`src/rtl/axis_monitor.sv`:
```
// Passive AXI-Stream monitor: per-TDEST open-packet byte counters, completed
// packet count, stall tracking and sticky protocol error flags.
module axis_monitor #(
    parameter int DW         = 32,
    parameter int DESTW      = 2,
    parameter int LGPKT      = 16,
    parameter int MAX_PACKET = 0,
    parameter int MIN_PACKET = 0,
    parameter int MAX_STALL  = 0,
    localparam int TW        = (DESTW > 0) ? DESTW : 1,
    localparam int SCW       = $clog2(MAX_STALL + 2)
) (
    input  logic             i_aclk,
    input  logic             i_areset,
    input  logic             i_tvalid,
    input  logic             i_tready,
    input  logic [DW-1:0]    i_tdata,
    input  logic [DW/8-1:0]  i_tstrb,
    input  logic [DW/8-1:0]  i_tkeep,
    input  logic             i_tlast,
    input  logic [TW-1:0]    i_tdest,
    input  logic             i_clear,
    input  logic [TW-1:0]    i_sel,
    output logic [LGPKT-1:0] o_bytecount,
    output logic [31:0]      o_npackets,
    output logic [5:0]       o_err,
    output logic [2:0]       o_first_err,
    output logic [TW-1:0]    o_first_dest,
    output logic [SCW-1:0]   o_stall_count
);

    localparam int NB  = DW / 8;
    localparam int NCH = 1 << DESTW;
    localparam int VBW = $clog2(NB + 1);
    localparam int SW  = LGPKT + 1;

    // With DESTW=0 the mask is zero, so TDEST and the select collapse onto channel 0.
    localparam logic [TW-1:0]  DMASK     = TW'(NCH - 1);
    localparam logic [SW-1:0]  MAXP      = SW'(MAX_PACKET);
    localparam logic [SW-1:0]  MINP      = SW'(MIN_PACKET);
    localparam logic [SCW-1:0] STALL_LIM = SCW'(MAX_STALL);

    logic [LGPKT-1:0] counter [NCH];
    logic [TW-1:0]    dest_idx;
    logic [TW-1:0]    sel_idx;
    logic [VBW-1:0]   vbytes;
    logic [SW-1:0]    pkt_sum;
    logic [LGPKT-1:0] sat_sum;
    logic             data_changed;
    logic [5:0]       new_err;
    logic [2:0]       first_code;

    // Payload of the previous cycle, kept so a stalled beat can be checked for stability.
    logic             prev_stall;
    logic [DW-1:0]    prev_tdata;
    logic [NB-1:0]    prev_tstrb;
    logic [NB-1:0]    prev_tkeep;
    logic             prev_tlast;
    logic [TW-1:0]    prev_dest;
    logic             first_edge;

    assign dest_idx    = i_tdest & DMASK;
    assign sel_idx     = i_sel & DMASK;
    assign o_bytecount = counter[sel_idx];

    // The sum carries one extra bit so a saturated counter still compares correctly.
    assign pkt_sum = {1'b0, counter[dest_idx]} + SW'(vbytes);
    assign sat_sum = pkt_sum[LGPKT] ? '1 : pkt_sum[LGPKT-1:0];

    // Count the lanes that carry real data bytes on this beat.
    always_comb begin
        vbytes = '0;
        if (i_tvalid) begin
            for (int i = 0; i < NB; i++) begin
                vbytes = vbytes + VBW'(i_tkeep[i] & i_tstrb[i]);
            end
        end
    end

    // Flag any kept byte whose data moved since the previous cycle.
    always_comb begin
        data_changed = 1'b0;
        for (int i = 0; i < NB; i++) begin
            if (i_tkeep[i] && (i_tdata[8*i +: 8] != prev_tdata[8*i +: 8])) begin
                data_changed = 1'b1;
            end
        end
    end

    // Error conditions seen in the current cycle; they are latched on the next edge.
    always_comb begin
        new_err    = '0;
        new_err[0] = prev_stall && (!i_tvalid || (i_tstrb != prev_tstrb) ||
                     (i_tkeep != prev_tkeep) || (i_tlast != prev_tlast) ||
                     (dest_idx != prev_dest) || data_changed);
        new_err[1] = i_tvalid && (|(i_tstrb & ~i_tkeep));
        new_err[2] = (MAX_PACKET > 0) && i_tvalid && (pkt_sum > MAXP);
        new_err[3] = (MIN_PACKET > 0) && i_tvalid && i_tlast && (pkt_sum < MINP);
        new_err[4] = (MAX_STALL > 0) && (o_stall_count == STALL_LIM);
        new_err[5] = first_edge && i_tvalid;
    end

    // Lowest-numbered simultaneous error wins the first-error code.
    always_comb begin
        first_code = '0;
        for (int i = 5; i >= 0; i--) begin
            if (new_err[i]) first_code = 3'(i);
        end
    end

    // Per-channel byte counters and the completed-packet count.
    always_ff @(posedge i_aclk or posedge i_areset) begin
        if (i_areset) begin
            for (int i = 0; i < NCH; i++) counter[i] <= '0;
            o_npackets <= '0;
        end else if (i_tvalid && i_tready) begin
            if (i_tlast) begin
                counter[dest_idx] <= '0;
                o_npackets        <= o_npackets + 32'd1;
            end else begin
                counter[dest_idx] <= sat_sum;
            end
        end
    end

    // Consecutive stall counter plus the prior-beat snapshot for the stability check.
    always_ff @(posedge i_aclk or posedge i_areset) begin
        if (i_areset) begin
            o_stall_count <= '0;
            prev_stall    <= 1'b0;
            prev_tdata    <= '0;
            prev_tstrb    <= '0;
            prev_tkeep    <= '0;
            prev_tlast    <= 1'b0;
            prev_dest     <= '0;
            first_edge    <= 1'b1;
        end else begin
            if (!i_tvalid || i_tready) begin
                o_stall_count <= '0;
            end else if (o_stall_count != '1) begin
                o_stall_count <= o_stall_count + SCW'(1);
            end
            prev_stall <= i_tvalid && !i_tready;
            prev_tdata <= i_tdata;
            prev_tstrb <= i_tstrb;
            prev_tkeep <= i_tkeep;
            prev_tlast <= i_tlast;
            prev_dest  <= dest_idx;
            first_edge <= 1'b0;
        end
    end

    // Sticky error flags; a clear never masks an error arriving in the same cycle.
    always_ff @(posedge i_aclk or posedge i_areset) begin
        if (i_areset) begin
            o_err        <= '0;
            o_first_err  <= '0;
            o_first_dest <= '0;
        end else begin
            o_err <= (i_clear ? 6'b0 : o_err) | new_err;
            if ((o_err == '0) || i_clear) begin
                o_first_err  <= first_code;
                o_first_dest <= (new_err != '0) ? dest_idx : '0;
            end
        end
    end

endmodule

```
`config.mk`:
```
export PLATFORM = sky130hd
export DESIGN_NAME = axis_monitor
export DESIGN_NICKNAME = d
export VERILOG_FILES = /design/src/rtl/axis_monitor.sv
export SDC_FILE = /design/constraint.sdc
export NUM_CORES = 1
export LEC_CHECK = 0
export CORE_UTILIZATION = 54
export DETAILED_ROUTE_END_ITERATION = 6
export PLACE_DENSITY = 0.89
export SETUP_SLACK_MARGIN = 0.05
export SYNTH_ARGS = -nofsm -noshare
export SYNTH_HDL_FRONTEND = slang
export SYNTH_SLANG_ARGS = --single-unit
```
`constraint.sdc`:
```
create_clock -name i_aclk -period 6.7 [get_ports i_aclk]
set_input_delay 1.34 -clock i_aclk [delete_from_list [all_inputs] [get_ports i_aclk]]
set_output_delay 1.34 -clock i_aclk [all_outputs]
set_load 0.01 [all_outputs]
```
# After elaboration in Yosys (flattened, before gate mapping)
# Cells that the tools add are included.
word_totals:
  regBits: 153
  out_inout_bits: 60
  word_cells: 90
  input_bits: 50
op_classes:
  n_reduce_logical: 23
  n_eq_ne: 8
  addsub: 6
  n_lt_le_gt_ge: 3
  bitwise: 11
  n_mux: 23
op_table:
  columns: ["operator", "n"]
  rows:
  - ["16-bit two-way mux", 6]
  - ["64-bit AND", 1]
  - ["16-bit binary-select mux with 2-bit select", 2]
  - ["64-bit bitwise mux", 1]
  - ["64-bit two-way mux", 1]
  - ["64-bit NOT", 1]
  - ["32-bit by 1-bit adder with 32-bit output, second input constant", 1]
  - ["16-bit demux with 2-bit select", 1]
  - ["8-bit inequality test", 4]
  - ["16-bit by 3-bit adder with 17-bit output", 1]
  - ["3-bit two-way mux", 4]
  - ["1-bit logical AND", 10]
  - ["4-bit inequality test", 2]
  - ["1-bit logical OR", 7]
  - ["3-bit >= comparator, second input constant", 2]
  - ["6-bit zero test", 1]
  - ["1-bit two-way mux", 6]
  - ["6-bit two-way mux", 1]
  - ["2-bit NOT with 3-bit output", 2]
  - ["6-bit OR", 1]
  - ["6-bit nonzero test", 1]
  - ["1-bit AND", 4]
  - ["4-bit AND", 1]
  - ["4-bit NOT", 1]
  - ["other kinds (11)", 12]

# Depth between registers and ports, before layout
logic_depth:
  word_depth: 10
  ltp_mapped: 13
  mapped_depth_nobuf: 13

# Worst setup path after synthesis
# No wires, ideal clock.
synth_path:
  path_kind: "input-to-reg"
  start: "in i_tstrb[0]"
  end: "reg counter[40] in the netlist's numbering"
  t_required_ns: 6.625
  arrival_time_ns: 4.166
  slack_ns: 2.460
  cell_stages: 13
  path_buffers: 0
  setup_time_ns: 0.075
  path_cell_list: "nand2_1 -> fa_1 -> inv_1 -> ha_1 -> ha_1 -> and2_1 -> fa_1 -> a21o_1 -> nand4_1 -> nor2_2 -> and4b_1 -> or3_4 -> o21ai_2"
synth_between:
  elab_chain_cells: 9
synth_rtl:
  columns: ["element", "line_no", "text"]
  rows:
  - ["start, declared", "18", "input logic [DW/8-1:0] i_tstrb,"]
  - ["1-bit AND", "75", "vbytes = vbytes + VBW'(i_tkeep[i] & i_tstrb[i]);"]
  - ["1-bit by 1-bit adder with 2-bit output", "75", null]
  - ["2-bit by 1-bit adder with 3-bit output", "75", null]
  - ["3-bit by 1-bit adder with 3-bit output", "75", null]
  - ["3-bit two-way mux", "73", "if (i_tvalid) begin"]
  - ["16-bit by 3-bit adder with 17-bit output", "67", "assign pkt_sum = {1'b0, counter[dest_idx]} + SW'(vbytes);"]
  - ["16-bit two-way mux", "68", "assign sat_sum = pkt_sum[LGPKT] ? '1 : pkt_sum[LGPKT-1:0];"]
  - ["64-bit bitwise mux", "121", "counter[dest_idx] <= sat_sum;"]
  - ["64-bit two-way mux", "117", "if (i_tlast) begin"]
  - ["end signal, assigned by index", "121", null]
  - ["end, declared", "43", "logic [LGPKT-1:0] counter [NCH];"]
# No other way between the ends.
# A chain may end at the register's enable or synchronous reset.

# Final worst setup path
layout_path:
  start: "in i_sel[0]"
  end: "out o_bytecount[15]"
layout_between:
  elab_chain_cells: 4
layout_rtl:
  columns: ["element", "line_no", "text"]
  rows:
  - ["start, declared", "23", "input logic [TW-1:0] i_sel,"]
  - ["2-bit NOT with 3-bit output (implied by the code)", "64", "assign o_bytecount = counter[sel_idx];"]
  - ["16-bit binary-select mux with 2-bit select", "64", null]
  - ["16-bit two-way mux (implied by the code) (2 in a row)", "64", null]
  - ["end, declared", "24", "output logic [LGPKT-1:0] o_bytecount,"]
# No other way between the ends. The select of a mux whose other input is x is not followed.

==> impl_metrics.py <==
metrics = {
    "outcome": {
        "status": "complete, no violations",
    },
    "clock_network": {
        "clk-insertion-delay-late_ns": 0.42,
        "cts_tree": "done",
        "hold_buffers": 0,
        "root_buffer": "clkbuf_16",
        "htree_num_levels": 4,
        "ctsResizeCount": 0,
        "cts_buffer_depth": 2,
        "cts_buffers": 17,
        "path_clk_slew_ns": 0.05,
        "clock-sinks": 148,
        "cts_setup_buffers": 0,
    },
    "setup_path": {
        "path_class": "input port to primary output",
        "critPathLaunch": "i_sel[0]",
        "reg2reg_from": "counter[0]",
        "reg2reg_slack_ns": 3.83,
        "critPathRequiredTime_ns": 5.36,
        "arrival_ns": 3.53,
        "cp-start-kind": "input port",
        "end_kind": "primary output",
        "crit_fanout": 11,
    },
    "placement": {
        "io_buffers": 105,
        "placedInstanceArea_sq_mm": 0.00820,
        "dpl.hpwl_microns": 10800,
        "dpl.cell_count": 857,
        "gp_congestion": 0.878,
    },
    "timing": {
        "worstMarginPinSlew_ns": 1.14,
        "finClkSkew_ns": 0.00720,
        "rsz0062_at_grt": "no",
        "fin_crit_sh_pct": 72.6,
        "slew_headroom_pct": 23.9,
        "finalCriticalPeriod_ns": 4.87,
        "drv_slew": 0,
        "hold_violations": 0,
        "setup_violations": 0,
        "fmax_mhz": 205,
        "tns_ns": 0,
    },
    "floorplanning": {
        "die_w_microns": 116,
        "fp.coreArea_sq_mm": 0.0126,
        "rows": 41,
        "die-area_sq_mm": 0.0134,
        "start_util_pct": 55.5,
        "die_h_microns": 116,
        "ios": 110,
    },
    "synth": {
        "synth-edff-count": 0,
        "ys_ff_latch": 148,
        "yosys_warnings": 0,
        "syn_area_per_cell_sq_um": 11.7,
        "synth-async-reset-ratio_pct": 100,
        "synth_cell_type_count": 46,
        "synthCells": 599,
        "seq_area_frac_synth_pct": 52.9,
        "yosys_most_used_dff": "dfrtp_1",
        "synth_area_sq_mm": 0.00700,
    },
    "job": {
        "maxCapViolCount": 0,
    },
    "global_routing": {
        "grt_pass1_vias": 5336,
        "grt-ovfl-total": 0,
        "grt_usage_pct": 26.0,
        "antenna_found_initial": 0,
        "grt_max_degree": 85,
        "grt_pass1_wl_microns": 26300,
    },
    "drt": {
        "drc_errors": 0,
        "routed_via_density": 5.75,
        "drt_iter0_drc": 388,
        "vias": 5108,
        "wirelength_microns": 15900,
        "routedWlPerCell_microns": 17.9,
        "drtAntennaViolNets": 0,
        "dr.pass1.iters": 5,
    },
    "power_and_ir_drop": {
        "leakage_nw": 3.77,
        "power.total_mw": 2.19,
        "ir_worst_vdd_mv": 0.126,
        "p_per_area_mw_per_mm2": 248,
    },
    "finish": {
        "drive_above_1_share_pct": 10.9,
        "nets": 762,
        "layout_commonest_cell": "dfrtp_1",
        "fin_util_pct": 69.8,
        "mostFrequentLayoutCells": "dfrtp_1 (147), clkdlybuf4s50_1 (105), nand2_1 (84)",
        "fin_area_sq_mm": 0.00880,
        "diodes": 0,
        "layout.cells.non_filler": 889,
        "area_delta_synth_final_pct": 25.8,
    },
    "worst_hold_path": {
        "min_path_type": "register to register",
        "min_from": "o_npackets[31]",
    },
}
## metal layers
layer,wire length [microns],GRT usage (%)
met1,6400,32.2
met2,8200,44.4
met5,0,0
met4,386,12.8
met3,908,4.34
## Yosys cell counts (12+ instances only)
| cell type | count | area [sq um] |
|---|---|---|
| inv_1 | 17 | 63.8 |
| nand3_1 | 12 | 60.1 |
| nand4_1 | 22 | 138 |
| nor2_1 | 22 | 82.6 |
| xor2_1 | 22 | 193 |
| nand2_1 | 84 | 315 |
| mux4_2 | 29 | 653 |
| clkbuf_1 | 19 | 71.3 |
| dfrtp_1 | 147 | 3680 |
| o21ai_0 | 52 | 260 |
| xnor2_1 | 58 | 508 |
## critical path, cell delays in order
cell and delay, ns:
clkdlybuf4s50_1 0.74, buf_4 0.35, mux4_2 0.58, clkdlybuf4s50_1 0.50
## area by class of cell
class	instances	area, sq um
fill	943	3820
timing repair buffer	111	1100
inverter	17	68.8
tap	172	215
clock buffer	24	512
sequential	148	3700
clock inverter	8	96.3
multi-input combinational	409	3110
## report_power, final
group	internal [mW]	leakage (nW)	switching, mW
logic	0.129	1.54	0.122
clock network	0.606	0.302	0.353
registers	0.939	1.92	0.0376
## metrics by stage
step / setup WS, ns / hold WS [ns]
6_report: 1.83 / 0.473
5_1_grt: 1.74 / 0.511
4_1_cts: 1.82 / 0.478
3_5_place_dp: 1.52 / 0.471
2_1_floorplan: 1.38 / 0.457
3_3_place_gp: 1.66 / 0.457
## registers in the layout, indices dropped and copies added, names as in the netlist
register	count
o_stall_count	1
prev_tkeep	4
o_npackets	32
prev_dest	2
prev_tstrb	4
prev_tdata	32
o_err	3
prev_tlast	1
o_first_err	2
counter	64
o_first_dest	2
first_edge	1
## logic make-up (layout without fill, tap and decap cells)
family          Yosys count  after routing  synth area share [%]
simple gates            179            179                  12.5
compound gates          100            100                  8.83
fa+ha+maj                 8              8                  1.64
mux                      37             37                  11.2
buf+inv                  46            160                  2.84
flops                   148            148                  52.9
xor+xnor                 80             80                  10.0
other cells               1              5                0.0536
## worst paths after layout
| path | cells after the start | to |
|---|---|---|
| setup / recovery | 4 | o_bytecount[15] |
| hold / removal | 1 | o_npackets[31] |
| setup reg to reg | 9 | counter[40] |
| hold reg to reg | 1 | o_npackets[31] |
| max in group asynchronous | 3 | prev_tdata[8] |
| min in group asynchronous | 2 | o_npackets[19] |
(Power assumes the default switching activity.)
